<file path="config.mk">
export PLATFORM = sky130hd
export DESIGN_NAME = booth_seq_mul
export DESIGN_NICKNAME = d
export VERILOG_FILES = /design/src/rtl/booth_seq_mul.sv
export SDC_FILE = /design/constraint.sdc
export NUM_CORES = 1
export LEC_CHECK = 0
export BUFFER_PORTS_ARGS = -buffer_cell sky130_fd_sc_hd__clkbuf_2
export CAP_MARGIN = 20
export CORE_ASPECT_RATIO = 0.7
export CORE_MARGIN = 8
export CORE_UTILIZATION = 40
export DETAILED_ROUTE_END_ITERATION = 16
export PLACE_DENSITY_LB_ADDON = 0.1
export SLEW_MARGIN = 20
export SYNTH_ARGS = -nofsm -noshare
export SYNTH_HDL_FRONTEND = slang
export SYNTH_SLANG_ARGS = --single-unit
</file>
<file path="constraint.sdc">
create_clock -name clk -period 9 [get_ports clk]
set_clock_uncertainty 0.15 [all_clocks]
set_input_delay 2.25 -clock clk [delete_from_list [all_inputs] [get_ports clk]]
set_output_delay 2.25 -clock clk [all_outputs]
set_load 0.1 [all_outputs]
</file>
<file path="src/rtl/booth_seq_mul.sv">
// Iterative signed radix-4 Booth multiplier: one partial product per cycle,
// size/2 cycles per product, valid/ready handshakes on both sides.
module booth_seq_mul #(
    parameter int size = 8
) (
    input  logic                clk,
    input  logic                rst,
    input  logic                in_valid,
    output logic                in_ready,
    input  logic [size-1:0]     multiplicand,
    input  logic [size-1:0]     multiplier,
    input  logic                abort,
    output logic                out_valid,
    input  logic                out_ready,
    output logic [2*size-1:0]   product,
    output logic                busy
);

    localparam int CW = (size / 2 > 1) ? $clog2(size / 2) : 1;
    localparam int PW = size + 1;
    localparam int AW = 2 * size;
    localparam logic [CW-1:0] LAST = CW'(size / 2 - 1);

    localparam logic [1:0] IDLE = 2'b00;
    localparam logic [1:0] RUN  = 2'b01;
    localparam logic [1:0] DONE = 2'b10;

    logic [1:0]      state_q, state_d;
    logic [CW-1:0]   cnt_q, cnt_d;
    logic [AW-1:0]   acc_q, acc_d;
    logic [AW-1:0]   product_q, product_d;
    logic [size-1:0] a_q, a_d;
    logic [size-1:0] b_q, b_d;

    logic [size:0]   bExt;
    logic [2:0]      group;
    logic [PW-1:0]   aExt;
    logic [PW-1:0]   mag;
    logic [PW-1:0]   pp;
    logic            neg;
    logic [AW-1:0]   ppExt;
    logic [CW:0]     shAmt;
    logic [AW-1:0]   accSum;

    // B[-1] is the appended zero; group k sits at bits 2k+1..2k-1 of B.
    always_comb begin
        bExt  = {b_q, 1'b0};
        group = '0;
        for (int k = 0; k < size / 2; k++) begin
            if (cnt_q == CW'(k)) begin
                group = bExt[2*k +: 3];
            end
        end
    end

    always_comb begin
        aExt = {a_q[size-1], a_q};
        mag  = '0;
        neg  = 1'b0;
        case (group)
            3'b001, 3'b010: begin mag = aExt;          neg = 1'b0; end
            3'b011:         begin mag = {a_q, 1'b0};   neg = 1'b0; end
            3'b100:         begin mag = {a_q, 1'b0};   neg = 1'b1; end
            3'b101, 3'b110: begin mag = aExt;          neg = 1'b1; end
            default:        begin mag = '0;            neg = 1'b0; end
        endcase
        pp = neg ? ~mag : mag;
        // Extending the inverted value before adding the correction keeps -2A
        // exact even when A is the most negative operand.
        ppExt  = {{(AW - PW){pp[PW-1]}}, pp};
        shAmt  = {cnt_q, 1'b0};
        accSum = acc_q + (ppExt << shAmt) + (AW'(neg) << shAmt);
    end

    always_comb begin
        state_d   = state_q;
        cnt_d     = cnt_q;
        acc_d     = acc_q;
        product_d = product_q;
        a_d       = a_q;
        b_d       = b_q;
        case (state_q)
            IDLE: begin
                if (in_valid && !abort) begin
                    a_d     = multiplicand;
                    b_d     = multiplier;
                    acc_d   = '0;
                    cnt_d   = '0;
                    state_d = RUN;
                end
            end
            RUN: begin
                if (abort) begin
                    cnt_d   = '0;
                    state_d = IDLE;
                end else begin
                    acc_d = accSum;
                    cnt_d = cnt_q + 1'b1;
                    if (cnt_q == LAST) begin
                        product_d = accSum;
                        cnt_d     = '0;
                        state_d   = DONE;
                    end
                end
            end
            DONE: begin
                if (abort || out_ready) begin
                    state_d = IDLE;
                end
            end
            default: begin
                state_d = IDLE;
            end
        endcase
    end

    always_ff @(posedge clk or posedge rst) begin
        if (rst) begin
            state_q   <= IDLE;
            cnt_q     <= '0;
            acc_q     <= '0;
            product_q <= '0;
            a_q       <= '0;
            b_q       <= '0;
        end else begin
            state_q   <= state_d;
            cnt_q     <= cnt_d;
            acc_q     <= acc_d;
            product_q <= product_d;
            a_q       <= a_d;
            b_q       <= b_d;
        end
    end

    assign in_ready  = (state_q == IDLE);
    assign out_valid = (state_q == DONE);
    assign busy      = (state_q != IDLE);
    assign product   = product_q;

endmodule

</file>
* Yosys cells after proc, flatten, opt, wreduce, memory -nomap -nowiden *
Cells that the tools add are included.

operators by class
  $add $sub $neg = 3
  equal/unequal tests = 15
  shifts and indexed selects = 2
  muxes and demuxes = 19
  bitwise logic cells = 2
  reduce and logical (&&, ||, !) cells = 15

operators with widths
  kind                                                                     number
  16-bit adder                                                             2
  16-bit two-way mux                                                       2
  16-bit case mux with 2 select lines                                      1
  9-bit case mux with 2 select lines                                       1
  1-bit by 3-bit << shifter with 16-bit output                             1
  16-bit by 3-bit << shifter with 16-bit output                            1
  2-bit two-way mux                                                        7
  3-bit two-way mux                                                        4
  3-bit == test, second input constant                                     3
  9-bit two-way mux                                                        1
  9-bit inverter                                                           1
  3-bit AND reduction                                                      3
  2-bit == test, second input constant                                     3
  3-bit by 2-bit == test with 1-bit output, second input constant          2
  2-bit case mux with 3 select lines                                       1
  2-bit by 1-bit == test with 1-bit output, second input constant          2
  2-bit zero test                                                          2
  2-bit by 1-bit inequality test with 1-bit output, second input constant  2
  2-bit case mux with 2 select lines                                       1
  2-bit AND reduction                                                      2
  2-bit nonzero test                                                       2
  4-bit OR reduction                                                       1
  3-bit by 1-bit == test with 1-bit output, second input constant          1
  3-bit inequality test, second input constant                             1
  9 further kinds                                                          9

word-level totals
  flip-flop bits (word level) = 52
  input port bits = 21
  output and inout port bits = 19
  word-level logic and storage cells = 62

* Longest topological paths before layout *
  depth after elaboration = 15
  gate-level depth with buffers = 30
  gate-level depth less buffers = 28

* Least setup slack after synthesis *
OpenSTA, ideal clock, no wires.

  path kind = register -> register
  from = reg cnt_q[1]
  to = reg acc_q[15]
  library setup time = 0.069 ns
  arrival = 5.744 ns
  data required time = 8.781 ns
  slack = 3.037 ns
  stages on the path, launching flop included = 30
  path buffers = 3
  clock period less this slack = 5.963 ns
  cells stage by stage = dfrtp_1 > clkbuf_1 > clkinv_1 > ha_1 > nor2_1 > a21oi_1 > nor2_1 > a21oi_1 > nor2_1 > a21o_1 > inv_1 > ha_1 > nor3_1 > and3b_1 > buf_6 > buf_2 > a221oi_1 > a21oi_1 > and2_1 > ha_1 > ha_1 > fa_1 > a211o_1 > o211ai_1 > a22oi_1 > a31oi_1 > o21ai_1 > xnor2_1 > or4_1 > nand3_1

on the way
  word-level cells in the longest chain between the ends = 15
  elaborated cells between the ends (all ways) = 27
  those cells by class = add/sub (2); eq/ne (9); shift (2); mux (9); bitwise (1); reduce/logical (4)

ends and longest elaborated chain
  element                                                                    line  text
  start, declared                                                            29    logic [CW-1:0] cnt_q, cnt_d;
  start signal, assigned                                                     127   cnt_q <= cnt_d;
  2-bit zero test                                                            50    if (cnt_q == CW'(k)) begin
  3-bit two-way mux (4 in series)                                            50
  3-bit == test, or another cell as far along                                60    case (group)
  4-bit OR reduction (no source line) or 2-bit OR reduction (tied branches)  n/a
  9-bit case mux with 2 select lines                                         60
  9-bit inverter                                                             67    pp = neg ? ~mag : mag;
  9-bit two-way mux                                                          67
  16-bit by 3-bit << shifter with 16-bit output                              72    accSum = acc_q + (ppExt << shAmt) + (AW'(neg) << shAmt);
  16-bit adder                                                               72
  16-bit adder *                                                             72
  16-bit two-way mux *                                                       93    if (abort) begin
  16-bit case mux with 2 select lines *                                      82    case (state_q)
  end signal, assigned                                                       121   acc_q <= '0;
  end signal, assigned                                                       128   acc_q <= acc_d;
  end, declared                                                              30    logic [AW-1:0] acc_q, acc_d;

Every way passes the cells marked *; elsewhere a longest branch is shown, timed or not. The select of a mux whose other input is x is not followed.
A chain may end at the register's enable or synchronous reset.

* Worst setup path after layout *
Ends and elaborated chain as after synthesis.

==> flow_metrics.env <==
export IMPL_maxCapViolCount=0
export IMPL_dp_slack_ps=2370
export IMPL_synth_nets=439
export IMPL_max_freq_mhz=149
export IMPL_finalCritPeriodShare_pct=74.7
export IMPL_clk_pin_slew_worst_paths_ps=60
export IMPL_dieHeight_um=94.7
export IMPL_worst_setup_path_end_kind="flip-flop"
export IMPL_hold_buffers=0
export IMPL_leakage_nw=1.93
export IMPL_clkSinkCount=52
export IMPL_cp_arrival_ps=6790
export IMPL_cts_repair_resized=0
export IMPL_grt_antenna_before_repair=0
export IMPL_antenna_cells=0
export IMPL_grt_pass1_vias=2748
export IMPL_drc_errors=0
export IMPL_final_cell_mix="nand2_1, dfrtp_1, clkbuf_2"
export IMPL_postSynthRegisterBits=52
export IMPL_ir_worst_vdd_v=0.000173
export IMPL_h_tree_depth=2
export IMPL_vias_per_cell=5.13
export IMPL_num_rows=28
export IMPL_wl_per_cell_um=15.2
export IMPL_busiest_layer="met1"
export IMPL_routed_wl_um=8120
export IMPL_grtUsageMet1_pct=21.4
export IMPL_status="completed"
export IMPL_hpwl_um=6310
export IMPL_period_needed_ps=6720
export IMPL_setup_viol=0
export IMPL_areaGrowthSynthToFinish_pct=12.3
export IMPL_root_buffer="clkbuf_16"
export IMPL_finalSetupTns_ps=0
export IMPL_slew_violations=0
export IMPL_final_nets=474
export IMPL_globalplace_congestion=0.889
export IMPL_dieArea_um2=12200
export IMPL_synth_edf_count=0
export IMPL_numCtsBuffers=5
export IMPL_groute_layer_met3_usage_pct=3.77
export IMPL_fp_dieW_um=128
export IMPL_synth_top_area_share_pct=36.7
export IMPL_overflow=0
export IMPL_coreArea_um2=8510
export IMPL_hold_viol_final=0
export IMPL_hold_path_class="reg -> reg"
export IMPL_layout_drive_gt1_share_pct=17.1
export IMPL_yosysWarnings=0
export IMPL_clk_latency_ps=290
export IMPL_slew_headroom_pct=42.0
export IMPL_cts_path_max_buffers=2
export IMPL_fin_ws_ps=2280
export IMPL_synthFlopType="dfrtp_1"
export IMPL_yosysTopAreaCell="dfrtp_1"
export IMPL_layout_commonest_cell="nand2_1"
export IMPL_worstPathRequired_ps=9080
export IMPL_grt_usage_pct=14.3
export IMPL_syn_area_um2=3540
export IMPL_grt_pass1_wl_um=14100
export IMPL_ios=40
export IMPL_drtIter0Drc=107
export IMPL_yosys_top_cells_area="dfrtp_1, ha_1, nand2_1"
export IMPL_grt_max_degree=53
export IMPL_start_kind="flip-flop"
export IMPL_ys_async_sr_fraction_pct=100
export IMPL_grtUsageMet2_pct=20.1
export IMPL_worst_slew_pin_slew_ps=868
export IMPL_cp_max_fo=16
export IMPL_synth_cell_types=51
export IMPL_critPathKind="reg -> reg"
export IMPL_pwr_density_cell_nw_per_um2=389
export IMPL_avgSynthCellArea_um2=9.32
export IMPL_ys_seq_area_share_pct=36.7
export IMPL_rsz0062_at_grt="false"
export IMPL_post_cts_buffers=0
export IMPL_vias=2743
export IMPL_drtAntennaViolNets=0
export IMPL_numPortBuffers=39
export IMPL_cts_tree="built"
export IMPL_first_pass_iters=4
export IMPL_synth_cells=380
export IMPL_start_util_pct=41.6
==> kinds of logic after synthesis <==
logic type / share of synthesized area (%)
buf+inv: 4.27
simple gates: 13.3
fa+ha+maj: 14.5
flops: 36.7
mux: 6.11
compound gates: 19.7
xor+xnor: 5.40
==> final timing paths <==
| path | cells past startpoint | endpoint | slack [ps] | startpoint |
|---|---|---|---|---|
| setup reg to reg | 26 | acc_q[15] | 2280 | cnt_q[1] |
| hold / removal | 2 | product[14] | 330 | product[14] |
| setup / recovery | 26 | acc_q[15] | 2280 | cnt_q[1] |
| max in group asynchronous | 3 | product[11] | 6280 | rst |
| min in group asynchronous | 3 | b_q[1] | 1970 | rst |
| hold reg to reg | 2 | product[14] | 330 | product[14] |
==> worst max-delay path: stages, from the launching register on <==
cell and delay (ps):
dfrtp_1 610, clkinv_1 370, ha_1 360, nor2_1 120
a21oi_1 40, nor2_1 90, a21oi_1 50, nor2_1 100
a21o_1 130, inv_1 70, ha_1 260, nor3_1 390
and3b_1 480, a221oi_1 330, a21oi_1 120, and2_1 220
ha_1 280, ha_1 230, fa_1 420, a211o_1 320
o211ai_1 180, a22oi_1 210, a31oi_1 310, o21ai_1 130
xnor2_1 170, or4_1 410, nand3_1 90
==> sequential cells by signal, summed over array words and instances, names as in the netlist <==
register,count
acc_q,16
product,16
state_q,2
a_q,8
b_q,8
cnt_q,2
==> through the flow <==
stage / power [mW] / cell area [um2] / utilization (%) / hold WS (ps) / std cells
floorplan: 1.17 / 3540 / - / 299 / 380
detailed placement: 1.38 / 3850 / 45.2 / 320 / 528
global placement: 1.38 / 3850 / 45.2 / 311 / 528
global route: 1.69 / 3980 / 46.8 / 357 / 535
finish: 1.55 / 3980 / 46.8 / 327 / 535
CTS: 1.57 / 3980 / 46.8 / 336 / 535
==> power breakdown <==
part | internal, mW | switching (mW)
registers | 0.303 | 0.0485
logic | 0.347 | 0.669
clock network | 0.101 | 0.0804
total | 0.751 | 0.798
==> Yosys cell counts (all sizes together) (4+ instances only) <==
library cell	n
mux2i	7
ha	33
o21a	4
xnor2	12
nor2b	5
o21ai	34
a21oi	23
nand3	4
a21o	4
dfrtp	52
nand2	65
inv	19
clkbuf	12
mux2	13
o31ai	13
nand2b	7
fa	5
a22oi	4
xor2	9
nor3	5
nor2	13
==> routing by layer <==
metal,vias to the layer above,part of all wire [%]
met5,-,0
met4,0,0.70
met3,5,5.6
met2,58,40
met1,1276,54
li1,1404,-
==> final cells by class <==
| type | count | area, um2 |
|---|---|---|
| Tap cell | 120 | 150 |
| Timing Repair Buffer | 43 | 225 |
| Inverter | 21 | 78.8 |
| Fill cell | 847 | 4530 |
| Sequential cell | 52 | 1300 |
| Multi-Input combinational cell | 292 | 2090 |
| Clock buffer | 6 | 129 |
| Clock inverter | 1 | 5.00 |
Power figures use the tool's default switching activity.
